==> src/rtl/srv32_pkg.sv <==
// Shared types for the srv32 data-memory arbiter.
//   req_id_e   : requester identity (core / XIF coprocessor)
//   wr_state_e : write-channel arbitration state
//   rd_state_e : read-channel arbitration state
// Both state enums share one encoding so a single channel FSM serves either.
package srv32_pkg;

    typedef enum logic {
        REQ_CORE = 1'b0,
        REQ_XIF  = 1'b1
    } req_id_e;

    typedef enum logic [1:0] {
        W_IDLE = 2'd0,
        W_C    = 2'd1,
        W_X    = 2'd2
    } wr_state_e;

    typedef enum logic [1:0] {
        R_IDLE = 2'd0,
        R_C    = 2'd1,
        R_X    = 2'd2
    } rd_state_e;

endpackage

==> src/rtl/srv32_arb_chan.sv <==
// One arbitration channel (used for both the write and the read channel).
// Decides the owner combinationally, locks it until acceptance, and picks
// the follow-on owner after an accepted transfer.
//
// Macro DMEM_ARB_RR_EN: defined -> round-robin tie break with a per-channel
// pointer; undefined -> fixed priority, core wins ties.
//
// Ports:
//   clk, rst_n  : clock, async active-low reset
//   req_c_i     : core request on this channel
//   req_x_i     : XIF request on this channel
//   mvalid_i    : memory-side valid (acceptance when an owner exists)
//   active_o    : an owner exists this cycle (drives m_*ready)
//   owner_o     : current owner, meaningful only while active_o
//
// state | meaning
// ------+---------------------------------------------
// IDLE  | no lock; arbitrate among current requests
// C     | core holds the channel until its transfer is accepted
// X     | XIF holds the channel until its transfer is accepted
module srv32_arb_chan
    import srv32_pkg::*;
(
    input  logic    clk,
    input  logic    rst_n,
    input  logic    req_c_i,
    input  logic    req_x_i,
    input  logic    mvalid_i,
    output logic    active_o,
    output req_id_e owner_o
);

    // Read-channel states mirror these encodings (R_IDLE/R_C/R_X).
    localparam logic [1:0] ST_IDLE = W_IDLE;
    localparam logic [1:0] ST_C    = W_C;
    localparam logic [1:0] ST_X    = W_X;

    logic [1:0] state_q, state_d;
    logic       accept;
    logic       other_pend;
    logic       tie_x;
    logic       other_wins;
    req_id_e    other_id;

    assign accept     = active_o & mvalid_i;
    assign other_id   = (owner_o == REQ_CORE) ? REQ_XIF : REQ_CORE;
    assign other_pend = (owner_o == REQ_CORE) ? req_x_i : req_c_i;

`ifdef DMEM_ARB_RR_EN
    req_id_e ptr_q, ptr_d;

    always_ff @(posedge clk or negedge rst_n) begin
        if (!rst_n) ptr_q <= REQ_CORE;
        else        ptr_q <= ptr_d;
    end

    assign ptr_d      = accept ? other_id : ptr_q;
    assign tie_x      = (ptr_q == REQ_XIF);
    // The pointer always moves to the loser, so a pending loser wins next.
    assign other_wins = 1'b1;
`else
    assign tie_x      = 1'b0;
    assign other_wins = (owner_o == REQ_XIF);
`endif

    always_ff @(posedge clk or negedge rst_n) begin
        if (!rst_n) state_q <= ST_IDLE;
        else        state_q <= state_d;
    end

    always_comb begin
        state_d = ST_IDLE;
        if (accept) begin
            if (other_pend && other_wins)
                state_d = (other_id == REQ_XIF) ? ST_X : ST_C;
        end else if (active_o) begin
            state_d = (owner_o == REQ_XIF) ? ST_X : ST_C;
        end
    end

    // A locked owner that dropped its request behaves as IDLE: no transfer,
    // arbitration falls through to the current requests.
    always_comb begin
        active_o = 1'b0;
        owner_o  = REQ_CORE;
        if (rst_n) begin
            if (state_q == ST_C && req_c_i) begin
                active_o = 1'b1;
                owner_o  = REQ_CORE;
            end else if (state_q == ST_X && req_x_i) begin
                active_o = 1'b1;
                owner_o  = REQ_XIF;
            end else if (req_c_i && req_x_i) begin
                active_o = 1'b1;
                owner_o  = tie_x ? REQ_XIF : REQ_CORE;
            end else if (req_c_i) begin
                active_o = 1'b1;
                owner_o  = REQ_CORE;
            end else if (req_x_i) begin
                active_o = 1'b1;
                owner_o  = REQ_XIF;
            end
        end
    end

endmodule

==> src/rtl/srv32_dmem_arbiter.sv <==
// Data-memory arbiter between the srv32 core (c_*) and the XIF coprocessor
// (x_*). Write and read channels are arbitrated independently; read data
// returns one cycle after acceptance to the owner captured at acceptance.
//
// Macro DMEM_ARB_RR_EN: round-robin tie break when defined, fixed core
// priority otherwise (applied inside srv32_arb_chan).
//
// Ports: clk, resetb (async active-low); per requester n in {c,x}:
//   n_wready/n_waddr/n_wdata/n_wstrb in, n_wvalid out,
//   n_rready/n_raddr in, n_rvalid/n_rresp/n_rdata out;
// memory side: m_wready/m_waddr/m_wdata/m_wstrb out, m_wvalid in,
//   m_rready/m_raddr out, m_rvalid/m_rresp/m_rdata in.
module srv32_dmem_arbiter
    import srv32_pkg::*;
#(
    parameter int AW = 32,
    parameter int DW = 32
) (
    input  logic            clk,
    input  logic            resetb,
    input  logic            c_wready,
    input  logic [AW-1:0]   c_waddr,
    input  logic [DW-1:0]   c_wdata,
    input  logic [DW/8-1:0] c_wstrb,
    output logic            c_wvalid,
    input  logic            c_rready,
    input  logic [AW-1:0]   c_raddr,
    output logic            c_rvalid,
    output logic            c_rresp,
    output logic [DW-1:0]   c_rdata,
    input  logic            x_wready,
    input  logic [AW-1:0]   x_waddr,
    input  logic [DW-1:0]   x_wdata,
    input  logic [DW/8-1:0] x_wstrb,
    output logic            x_wvalid,
    input  logic            x_rready,
    input  logic [AW-1:0]   x_raddr,
    output logic            x_rvalid,
    output logic            x_rresp,
    output logic [DW-1:0]   x_rdata,
    output logic            m_wready,
    input  logic            m_wvalid,
    output logic [AW-1:0]   m_waddr,
    output logic [DW-1:0]   m_wdata,
    output logic [DW/8-1:0] m_wstrb,
    output logic            m_rready,
    input  logic            m_rvalid,
    output logic [AW-1:0]   m_raddr,
    input  logic            m_rresp,
    input  logic [DW-1:0]   m_rdata
);

    logic    w_act, r_act;
    req_id_e w_owner, r_owner;
    logic    rd_pend_q, rd_pend_d;
    req_id_e rd_owner_q, rd_owner_d;
    logic    ret_c, ret_x;

    srv32_arb_chan u_wr_chan (
        .clk      (clk),
        .rst_n    (resetb),
        .req_c_i  (c_wready),
        .req_x_i  (x_wready),
        .mvalid_i (m_wvalid),
        .active_o (w_act),
        .owner_o  (w_owner)
    );

    srv32_arb_chan u_rd_chan (
        .clk      (clk),
        .rst_n    (resetb),
        .req_c_i  (c_rready),
        .req_x_i  (x_rready),
        .mvalid_i (m_rvalid),
        .active_o (r_act),
        .owner_o  (r_owner)
    );

    // Idle channels drive zero on the memory side rather than a stale mux.
    assign m_wready = w_act;
    assign m_waddr  = !w_act ? '0 : (w_owner == REQ_XIF) ? x_waddr : c_waddr;
    assign m_wdata  = !w_act ? '0 : (w_owner == REQ_XIF) ? x_wdata : c_wdata;
    assign m_wstrb  = !w_act ? '0 : (w_owner == REQ_XIF) ? x_wstrb : c_wstrb;
    assign c_wvalid = w_act & m_wvalid & (w_owner == REQ_CORE);
    assign x_wvalid = w_act & m_wvalid & (w_owner == REQ_XIF);

    assign m_rready = r_act;
    assign m_raddr  = !r_act ? '0 : (r_owner == REQ_XIF) ? x_raddr : c_raddr;
    assign c_rvalid = r_act & m_rvalid & (r_owner == REQ_CORE);
    assign x_rvalid = r_act & m_rvalid & (r_owner == REQ_XIF);

    assign rd_pend_d  = r_act & m_rvalid;
    assign rd_owner_d = rd_pend_d ? r_owner : rd_owner_q;

    always_ff @(posedge clk or negedge resetb) begin
        if (!resetb) begin
            rd_pend_q  <= 1'b0;
            rd_owner_q <= REQ_CORE;
        end else begin
            rd_pend_q  <= rd_pend_d;
            rd_owner_q <= rd_owner_d;
        end
    end

    assign ret_c   = rd_pend_q & (rd_owner_q == REQ_CORE);
    assign ret_x   = rd_pend_q & (rd_owner_q == REQ_XIF);
    assign c_rresp = ret_c & m_rresp;
    assign x_rresp = ret_x & m_rresp;
    assign c_rdata = ret_c ? m_rdata : '0;
    assign x_rdata = ret_x ? m_rdata : '0;

endmodule

==> config.mk <==
export PLATFORM = sky130hd
export DESIGN_NAME = srv32_dmem_arbiter
export DESIGN_NICKNAME = d
export VERILOG_FILES = /design/src/rtl/srv32_pkg.sv /design/src/rtl/srv32_arb_chan.sv /design/src/rtl/srv32_dmem_arbiter.sv
export SDC_FILE = /design/constraint.sdc
export NUM_CORES = 1
export LEC_CHECK = 0
export CORE_AREA = 2 2 162 164
export CTS_CLUSTER_DIAMETER = 100
export DETAILED_ROUTE_END_ITERATION = 6
export DIE_AREA = 0 0 164 166
export GPL_ROUTABILITY_DRIVEN = 0
export GPL_TIMING_DRIVEN = 0
export PLACE_DENSITY_LB_ADDON = 0.12
export SLEW_MARGIN = 40
export SYNTH_ARGS = -nofsm -noshare
export SYNTH_HDL_FRONTEND = slang
export SYNTH_SLANG_ARGS = --single-unit
==> constraint.sdc <==
create_clock -name clk -period 1.6 [get_ports clk]
set_clock_uncertainty 0.1 [all_clocks]
set_input_delay 0.16 -clock clk [delete_from_list [all_inputs] [get_ports clk]]
set_output_delay 0.16 -clock clk [all_outputs]
set_load 0.05 [all_outputs]
==> results.sh, run 1 <==
export IMPL_dr_pass1_iters=4
export IMPL_layout_worst_path_cycle_share=1.192
export IMPL_synth_edf_count=0
export IMPL_synth_nets=472
export IMPL_grt_pass1_wl_mm=22.89
export IMPL_start_kind="register"
export IMPL_async_flop_share=1.000
export IMPL_crit_slowest_cell="dfrtp_1"
export IMPL_violations="negative setup slack"
export IMPL_fin_nets=898
export IMPL_p_int_w=0.001672
export IMPL_synth_compound_area_frac=0.5010
export IMPL_synthCells=231
export IMPL_pwr_share_comb=0.808
export IMPL_port_buffers=412
export IMPL_h_tree_depth=1
export IMPL_synth_seq_cells=6
export IMPL_cts_buffers=3
export IMPL_hp_class="input port to register"
export IMPL_synth_xor_area_frac=0.009428
export IMPL_final_antenna_net_count=0
export IMPL_fmax_ghz=0.5245
export IMPL_crit_start="u_wr_chan.state_q[0]"
export IMPL_hpwl_mm=14.12
export IMPL_grt_max_degree=11
export IMPL_ys_flop_type="dfrtp_1"
export IMPL_cp_required_ns=1.34
export IMPL_timing_max_cap_violations=0
export IMPL_synthMuxAreaShare=0
export IMPL_crit_buf_inv=3
export IMPL_crit_path_max_incr_delay_ns=0.36
export IMPL_dr_total_vias=3677
export IMPL_synth_top_family_by_area="compound AO/OA/AOI/OAI gates"
export IMPL_boundaryPins=413
export IMPL_switching_share=0.4526
export IMPL_powerDensity_nw_per_um2=438.6
export IMPL_cp_end_kind="output pin"
export IMPL_chipWidth_um=164
export IMPL_path_class="register to output pin"
export IMPL_worst_pin_slew_ns=0.5805
export IMPL_crit_chain="nand2b_1, a21oi_4, buf_6, bufbuf_16, a22o_2, buf_8"
export IMPL_clk_latency_ns=0.23
export IMPL_rows=59
export IMPL_viasPerCell=3.714
export IMPL_core_um2=25620
export IMPL_cts_tree="done"
export IMPL_p_leak_nw=3.151
export IMPL_routed_wl_mm=16.64
export IMPL_crit_arrival_ns=1.65
export IMPL_max_slew_margin_rel=0.6118
export IMPL_report_final_slew_viol_count=0
export IMPL_yosys_cell_types_count=21
export IMPL_overflow=0
export IMPL_status="complete, but fails checks"
export IMPL_areaGrowthSynthToFinish_pct=274.7
export IMPL_pwr_share_clk=0.134
export IMPL_ys_seq_area_frac=0.08081
export IMPL_instances_no_fill=990
export IMPL_fin_tns_setup_ns=-28.28
export IMPL_yosysMostFrequentCell="a22o_1"
export IMPL_antenna_found_initial=2
export IMPL_p_switching_w=0.001382
export IMPL_hp_start="resetb"
export IMPL_finalSetupViolations=157
export IMPL_worstReg2RegStart="u_wr_chan.state_q[0]"
export IMPL_synth_top_area_share=0.4714
export IMPL_yosys_top_cells_area="a22o_1 (47%), and2_1 (12%), and3_1 (11%), dfrtp_1 (8.1%), buf_6 (7.9%)"
export IMPL_clkSlewWorstSetupHoldPaths_ns=0.04
export IMPL_crit_family="buffers and inverters"
export IMPL_layout_min_cycle_time_ns=1.907
export IMPL_setup_slack_ns=-0.3066
export IMPL_drtIter0Drc=90
export IMPL_vdd_ir_drop_max_mv=0.3002
export IMPL_die_h_um=166
export IMPL_rsz0062_at_grt="true"
export IMPL_syn_area_um2=1858
export IMPL_power_frac_seq=0.058
export IMPL_start_util=0.07253
export IMPL_drive_above_1_share=0.4916
export IMPL_gr_usage_all_layers=0.1090
export IMPL_diodes=0
export IMPL_ys_warn_count=0
export IMPL_crit_fanout=5
export IMPL_synthSimpleGateAreaFrac=0.2875
export IMPL_synthAdderAreaFrac=0
export IMPL_synth_largest_area_cell="a22o_1"
export IMPL_hold_violations=0
export IMPL_grt_pass1_vias=3819
export IMPL_clkSinkCount=6
export IMPL_max_clock_path_buffers=2
export IMPL_avgSynthCellArea_um2=8.043
export IMPL_die_area_um2=27220
export IMPL_wl_per_cell_um=16.80
export IMPL_root_buffer="clkbuf_16"
export IMPL_synth_common_cells="a22o_1 (100), and2_1 (37), and3_1 (33), buf_6 (13)"
export IMPL_drcViolationCount=0
export IMPL_dp_cells=978
## through the flow
| stage | hold WS, ns | worst slack [ns] | cell area (um^2) | power, W | util |
|---|---|---|---|---|---|
| after CTS | 0.3028 | -0.3329 | 6670 | 0.002978 | 0.2604 |
| after floorplan | -0.2356 | 0.01416 | 1983 | 0.001368 | - |
| final | 0.3122 | -0.3066 | 6963 | 0.003054 | 0.2718 |
| after global placement | 0.4469 | -1.503 | 6526 | 0.002514 | 0.2548 |
| after detailed placement | 0.4586 | -1.545 | 6526 | 0.002521 | 0.2548 |
| after global routing | 0.3563 | -0.4165 | 6963 | 0.003204 | 0.2718 |
## path summary, 6_finish.rpt
check	end	slack, ns	depth (start not counted)
worst max-delay path	m_wdata[26]	-0.31	6
worst min-delay path	u_wr_chan.state_q[0]	0.31	3
worst max register to register	u_wr_chan.state_q[1]	0.21	5
worst min register to register	u_wr_chan.state_q[0]	0.63	4
max in group asynchronous	rd_owner_q	0.58	2
min in group asynchronous	u_rd_chan.state_q[1]	0.52	2
## state kept, by name, indices dropped and copies added, names as in the netlist
| name | cells |
|---|---|
| rd_pend_q | 1 |
| u_rd_chan.state_q | 2 |
| rd_owner_q | 1 |
| u_wr_chan.state_q | 2 |
## power groups by stage
| stage | clock network, W | registers, W | logic [W] |
|---|---|---|---|
| 2_1_floorplan | 0 | 0.000171 | 0.00120 |
| 3_3_place_gp | 0 | 0.000175 | 0.00234 |
| 3_5_place_dp | 0 | 0.000175 | 0.00235 |
| 4_1_cts | 0.000431 | 0.000177 | 0.00237 |
| 5_1_grt | 0.000444 | 0.000180 | 0.00258 |
| 6_report | 0.000409 | 0.000177 | 0.00247 |
## area by class of cell
class	count	area, um^2
multi-input combinational	194	1717
tap	335	419.2
buffer	28	302.8
clock buffer	3	75.07
fill	2790	18650
sequential	6	152.6
timing repair buffer	424	4297
## per-layer routing
layer	vias up	track usage	routed length [um]
met1	1677	0.1126	5775
met3	8	0.03247	1685
met5	-	0	11
met2	230	0.2172	9059
met4	2	0.01411	105
li1	1760	-	-
## cells in the final DEF (no fill, tap or decap), types with 4 or more instances in the layout
cell type	instances
and2_4	5
and2_1	29
a22o_1	4
and3_1	33
buf_12	4
buf_6	56
dlygate4sd2_1	8
a22o_4	9
a22o_2	87
dfrtp_1	4
buf_2	12
buf_4	57
clkbuf_4	14
buf_8	35
clkdlybuf4s50_1	236
clkdlybuf4s15_2	20
## timing repair
item,in CTS,in global routing
buffers inserted,5,9
resized for setup,957,173
hold endpoints to repair,6,0
cloned,1,2
pin swaps,7,3
setup endpoints to repair,175,170
hold buffers,1,0
## tightest hold or removal path, delay by kind of cell
kind / cells / cell delay [ns]
buf+inv: 1 / 0.26
simple gates: 2 / 0.17
## logic make-up (layout without fill, tap and decap cells)
group | after synthesis | count (layout)
AOI/OAI and AO/OA | 106 | 106
xor gates and xnor gates | 2 | 2
buffers and inverters | 31 | 455
DFF | 6 | 6
and+or+nand+nor | 86 | 86
No activity file was read; power rests on OpenSTA's default activity.
==> run 2: changes to the inputs <==
--- a/config.mk
+++ b/config.mk
@@ -6,6 +6,7 @@
 export NUM_CORES = 1
 export LEC_CHECK = 0
 export CORE_AREA = 2 2 162 164
+export CTS_BUF_LIST = sky130_fd_sc_hd__clkbuf_8
 export CTS_CLUSTER_DIAMETER = 100
 export DETAILED_ROUTE_END_ITERATION = 6
 export DIE_AREA = 0 0 164 166
==> run 2 against run 1 <==
Effect of this change: the flow still finishes with violations (negative setup slack); power is 2.9% higher; clock-buffer cell count did not move; flip-flop and latch count is the same; critical path type unchanged.
==> results.sh, run 2 (synthesis gave the netlist of run 1 again) <==
export IMPL_hpwl_mm=14.12
export IMPL_hp_start="resetb"
export IMPL_core_um2=25620
export IMPL_die_area_um2=27220
export IMPL_place_ws_ns=-1.545
export IMPL_worst_pin_slew_ns=0.5792
export IMPL_antenna_found_initial=2
export IMPL_rows=59
export IMPL_areaGrowthSynthToFinish_pct=315.5
export IMPL_start_kind="register"
export IMPL_reg_top3="u_rd_chan.state_q (2), u_wr_chan.state_q (2)"
export IMPL_crit_start="u_wr_chan.state_q[0]"
export IMPL_total_power_w=0.003142
export IMPL_fmax_ghz=0.5136
export IMPL_routed_wl_mm=17.34
export IMPL_final_common_cell="clkdlybuf4s50_1"
export IMPL_wl_met2_mm=9.502
export IMPL_wl_met3_mm=1.755
export IMPL_setup_slack_ns=-0.3471
export IMPL_drcViolationCount=0
export IMPL_powerDensity_nw_per_um2=407.0
export IMPL_clkSlewWorstSetupHoldPaths_ns=0.04
export IMPL_cp_end_kind="output pin"
export IMPL_root_buffer="clkbuf_8"
export IMPL_drtIter0Drc=74
export IMPL_start_util=0.07253
export IMPL_overflow=0
export IMPL_worstReg2RegStart="u_wr_chan.state_q[0]"
export IMPL_clk_latency_ns=0.23
export IMPL_drive_above_1_share=0.5414
export IMPL_max_slew_margin_rel=0.6132
export IMPL_cts_tree="done"
export IMPL_crit_slowest_cell="dfrtp_1"
export IMPL_p_leak_nw=3.510
export IMPL_chipWidth_um=164
export IMPL_die_h_um=166
export IMPL_finalSetupViolations=131
export IMPL_layout_min_cycle_time_ns=1.947
export IMPL_layout_worst_path_cycle_share=1.217
export IMPL_crit_buf_inv=4
export IMPL_grt_pass1_wl_mm=22.92
export IMPL_max_clock_path_buffers=2
export IMPL_h_tree_depth=1
export IMPL_final_antenna_net_count=0
export IMPL_viasPerCell=3.769
export IMPL_hold_violations=0
export IMPL_grt_pass1_vias=3850
export IMPL_boundaryPins=413
export IMPL_status="complete, but fails checks"
export IMPL_vdd_ir_drop_max_mv=0.1691
export IMPL_grt_max_degree=11
export IMPL_fin_nets=919
export IMPL_timing_max_cap_violations=0
export IMPL_wl_per_cell_um=17.15
export IMPL_dr_total_vias=3810
export IMPL_crit_path_max_incr_delay_ns=0.36
export IMPL_fin_tns_setup_ns=-28.18
export IMPL_port_buffers=412
export IMPL_rsz0062_at_grt="true"
export IMPL_dr_pass1_iters=4
export IMPL_path_class="register to output pin"
export IMPL_crit_arrival_ns=1.69
export IMPL_cp_required_ns=1.34
export IMPL_drt_met1_wl_mm=5.940
export IMPL_hp_class="input port to register"
export IMPL_clkSinkCount=6
export IMPL_dp_cells=978
export IMPL_top_layer="met5"
export IMPL_violations="negative setup slack"
export IMPL_diodes=0
export IMPL_gr_usage_all_layers=0.1091
export IMPL_crit_chain="nand3b_1, nor2b_4, buf_12, buf_8, buf_12, a22o_2, buf_8"
export IMPL_final_cell_mix="clkdlybuf4s50_1 (235), buf_6 (112), a22o_2 (75)"
export IMPL_cts_buffers=3
export IMPL_crit_fanout=10
export IMPL_crit_family="buffers and inverters"
export IMPL_instances_no_fill=1011
export IMPL_report_final_slew_viol_count=0
==> run 2: cell count changes in the layout (fill, tap and decap cells not counted), moves of 3 or more <==
cell             delta
clkbuf_4            -3
buf_12              +4
and2_1             -19
buf_8              +25
buf_6              +56
a22o_4             +12
clkbuf_16           +4
clkdlybuf4s15_2    -19
buf_4              -35
and2_4             +19
a22o_2             -12
dlygate4sd2_1       -3
buf_2               -7
==> run 2: timing repair <==
item / CTS / global route
cloned: 1 / 9
endpoints found under the hold margin: 6 / 0
setup buffers: 5 / 19
pin swaps: 7 / 8
hold buffers: 1 / 0
endpoints found under the setup margin: 175 / 170
resized for setup: 966 / 410
==> run 2: where the power goes <==
group	total (W)	internal, W	switching [W]	leakage, nW
clock network	0.000235	0.000162	0.0000726	0.0216
registers	0.000174	0.000163	0.0000110	0.0763
logic	0.00273	0.00139	0.00135	3.41
total	0.00314	0.00171	0.00143	3.51
==> run 2: worst reg2reg max path, stage by stage (launching register included) <==
cell,delay (ns)
dfrtp_1,0.36
nand2b_1,0.17
a21oi_4,0.18
buf_6,0.16
bufbuf_16,0.26
and2b_1,0.11
==> run 2: final timing paths <==
check                           cells past startpoint              endpoint  slack (ns)
worst max-delay path                                7           m_wdata[27]       -0.35
worst min-delay path                                3  u_wr_chan.state_q[0]        0.32
worst max register to register                      5  u_wr_chan.state_q[1]        0.20
worst min register to register                      4  u_rd_chan.state_q[0]        0.64
max in group asynchronous                           2            rd_owner_q        0.58
min in group asynchronous                           2  u_rd_chan.state_q[1]        0.52
==> run 2: final cells by class <==
class	count	area (um^2)
multi-input cells	194	1854
clock buffers	3	41.29
plain buffers	28	317.8
well taps	335	419.2
flip-flops and latches	6	152.6
repair buffers	445	4935
fillers	2708	17900
==> run 2: layer usage <==
layer / global-route usage / up-vias
li1: - / 1804
met1: 0.1118 / 1760
met2: 0.2185 / 234
met3: 0.03247 / 10
met4: 0.01411 / 2
met5: 0 / -
==> run 2: through the flow <==
step             util  area, um^2  hold slack [ns]
3_5_place_dp   0.2548        6526           0.4586
6_report       0.3014        7720           0.3150
4_1_cts        0.2616        6701           0.3028
5_1_grt        0.3014        7720           0.3504
3_3_place_gp   0.2548        6526           0.4469
2_1_floorplan       -        1983          -0.2356
==> run 3: changes to the inputs <==
--- a/config.mk
+++ b/config.mk
@@ -6,7 +6,7 @@
 export NUM_CORES = 1
 export LEC_CHECK = 0
 export CORE_AREA = 2 2 162 164
-export CTS_BUF_LIST = sky130_fd_sc_hd__clkbuf_8
+export CTS_BUF_LIST = sky130_fd_sc_hd__clkbuf_4
 export CTS_CLUSTER_DIAMETER = 100
 export DETAILED_ROUTE_END_ITERATION = 6
 export DIE_AREA = 0 0 164 166
==> run 3 against run 2 <==
Effect of this change: the flow still finishes with violations (negative setup slack); largest power group unchanged; global-route usage hardly changed; flip-flop and latch count stayed put; critical path type unchanged; routed wire length is 2.5% higher; worst hold slack worse by 0.055 ns; first-iteration DRC count is 47% lower; clock power is 35% lower; final cell count is 0.99% higher.
==> results.sh, run 3 (synthesis gave the netlist of run 1 again) <==
export IMPL_max_slew_margin_rel=0.6113
export IMPL_routed_wl_mm=17.77
export IMPL_final_common_cell="clkdlybuf4s50_1"
export IMPL_vdd_ir_drop_max_mv=0.1614
export IMPL_nFillCells=2642
export IMPL_cp_required_ns=1.34
export IMPL_crit_chain="nand3b_1, nor2b_4, buf_8, clkbuf_16, a22o_2, buf_6"
export IMPL_layout_worst_path_cycle_share=1.195
export IMPL_instances_no_fill=1021
export IMPL_setup_slack_ns=-0.3115
export IMPL_reg2reg_slack_ns=0.17
export IMPL_hpwl_mm=14.12
export IMPL_final_cell_mix="clkdlybuf4s50_1 (236), buf_8 (115), buf_6 (68)"
export IMPL_multi_input_area_um2=2215
export IMPL_crit_path_max_incr_delay_ns=0.38
export IMPL_clkSinkCount=6
export IMPL_clk_latency_ns=0.25
export IMPL_gr_usage_all_layers=0.1092
export IMPL_drcViolationCount=0
export IMPL_wl_per_cell_um=17.40
export IMPL_drtIter0Drc=39
export IMPL_path_class="register to output pin"
export IMPL_core_um2=25620
export IMPL_cts_tree="done"
export IMPL_violations="negative setup slack"
export IMPL_rows=59
export IMPL_overflow=0
export IMPL_boundaryPins=413
export IMPL_final_util=0.3306
export IMPL_powerDensity_nw_per_um2=390.0
export IMPL_grt_pass1_wl_mm=22.94
export IMPL_crit_buf_inv=3
export IMPL_chipWidth_um=164
export IMPL_max_clock_path_buffers=2
export IMPL_fmax_ghz=0.5232
export IMPL_start_util=0.07253
export IMPL_hp_start="c_rready"
export IMPL_p_leak_nw=3.864
export IMPL_hold_violations=0
export IMPL_place_ws_ns=-1.545
export IMPL_status="complete, but fails checks"
export IMPL_worstReg2RegStart="u_rd_chan.state_q[0]"
export IMPL_start_kind="register"
export IMPL_hp_class="input port to register"
export IMPL_die_h_um=166
export IMPL_cts_buffers=3
export IMPL_grt_pass1_vias=3861
export IMPL_h_tree_depth=1
export IMPL_viasPerCell=3.791
export IMPL_r2r_cells=6
export IMPL_antenna_found_initial=2
export IMPL_crit_family="buffers and inverters"
export IMPL_regArea_um2=152.6
export IMPL_die_area_um2=27220
export IMPL_dr_total_vias=3871
export IMPL_rsz0062_at_grt="true"
export IMPL_port_buffers=412
export IMPL_grt_max_degree=11
export IMPL_report_final_slew_viol_count=0
export IMPL_cp_end_kind="output pin"
export IMPL_timing_max_cap_violations=0
export IMPL_crit_arrival_ns=1.65
export IMPL_drive_above_1_share=0.5650
export IMPL_fin_nets=928
export IMPL_worstReg2RegEnd="rd_owner_q"
export IMPL_layout_min_cycle_time_ns=1.911
export IMPL_min_to="u_rd_chan.state_q[0]"
export IMPL_clkSlewWorstSetupHoldPaths_ns=0.06
export IMPL_final_antenna_net_count=0
export IMPL_reg_top3="u_rd_chan.state_q (2), u_wr_chan.state_q (2)"
export IMPL_crit_slowest_cell="dfrtp_1"
export IMPL_dp_cells=978
export IMPL_dr_pass1_iters=4
export IMPL_min_path_cells=3
export IMPL_finalSetupViolations=135
export IMPL_root_buffer="clkbuf_4"
export IMPL_areaGrowthSynthToFinish_pct=355.8
export IMPL_fin_tns_setup_ns=-31.36
export IMPL_worst_pin_slew_ns=0.5822
export IMPL_crit_fanout=7
## run 3: timing repair
action                                  4_1_cts  5_1_grt
buffers inserted                              5       24
endpoints found under the setup margin      175      171
cloned                                        1       12
hold buffers                                  1        0
hold endpoints to repair                      6        0
pin swaps                                     7       12
gates resized for setup                     953      568
## run 3: final cells by class
class,count,share of cell area
multi-input combinational,194,0.2615
clock buffer,3,0.002659
antenna,1,0.0002955
buffer,27,0.04491
tap,335,0.04949
timing repair buffer,455,0.6231
sequential,6,0.01802
## run 3: tightest hold or removal path: cells and delay by family
kind,cells,cell delay (ns)
and+or+nand+nor,2,0.23
buffers and inverters,1,0.18
## run 3: how the worst max path moves through the flow
stage	from	to	depth (start not counted)
floorplan	u_wr_chan.state_q[0]	m_wdata[25]	6
global placement	resetb	m_wdata[17]	6
detailed placement	resetb	m_wdata[17]	6
CTS	u_wr_chan.state_q[1]	m_wdata[17]	5
global route	u_wr_chan.state_q[1]	m_wdata[25]	6
finish	u_wr_chan.state_q[0]	m_wstrb[0]	6
## run 3: report_power, final
part | switching, W | internal [W]
registers | 0.0000109 | 0.000162
logic | 0.00142 | 0.00156
clock network | 0.0000662 | 0.0000857
total | 0.00150 | 0.00181
## run 3: metal layers
metal	routed length [um]	vias up	track usage
met5	0	-	0
met4	261	0	0.01678
met3	1754	16	0.03297
met2	9767	240	0.2178
met1	5983	1783	0.1113
li1	-	1832	-
## run 3: metrics by stage
| stage | instance area, um^2 | power [W] | hold WS (ns) |
|---|---|---|---|
| 2_1_floorplan | 1983 | 0.001368 | -0.2356 |
| 4_1_cts | 6688 | 0.002732 | 0.2710 |
| 6_report | 8469 | 0.003303 | 0.2605 |
| 5_1_grt | 8469 | 0.003458 | 0.2788 |
| 3_5_place_dp | 6526 | 0.002521 | 0.4586 |
| 3_3_place_gp | 6526 | 0.002514 | 0.4469 |
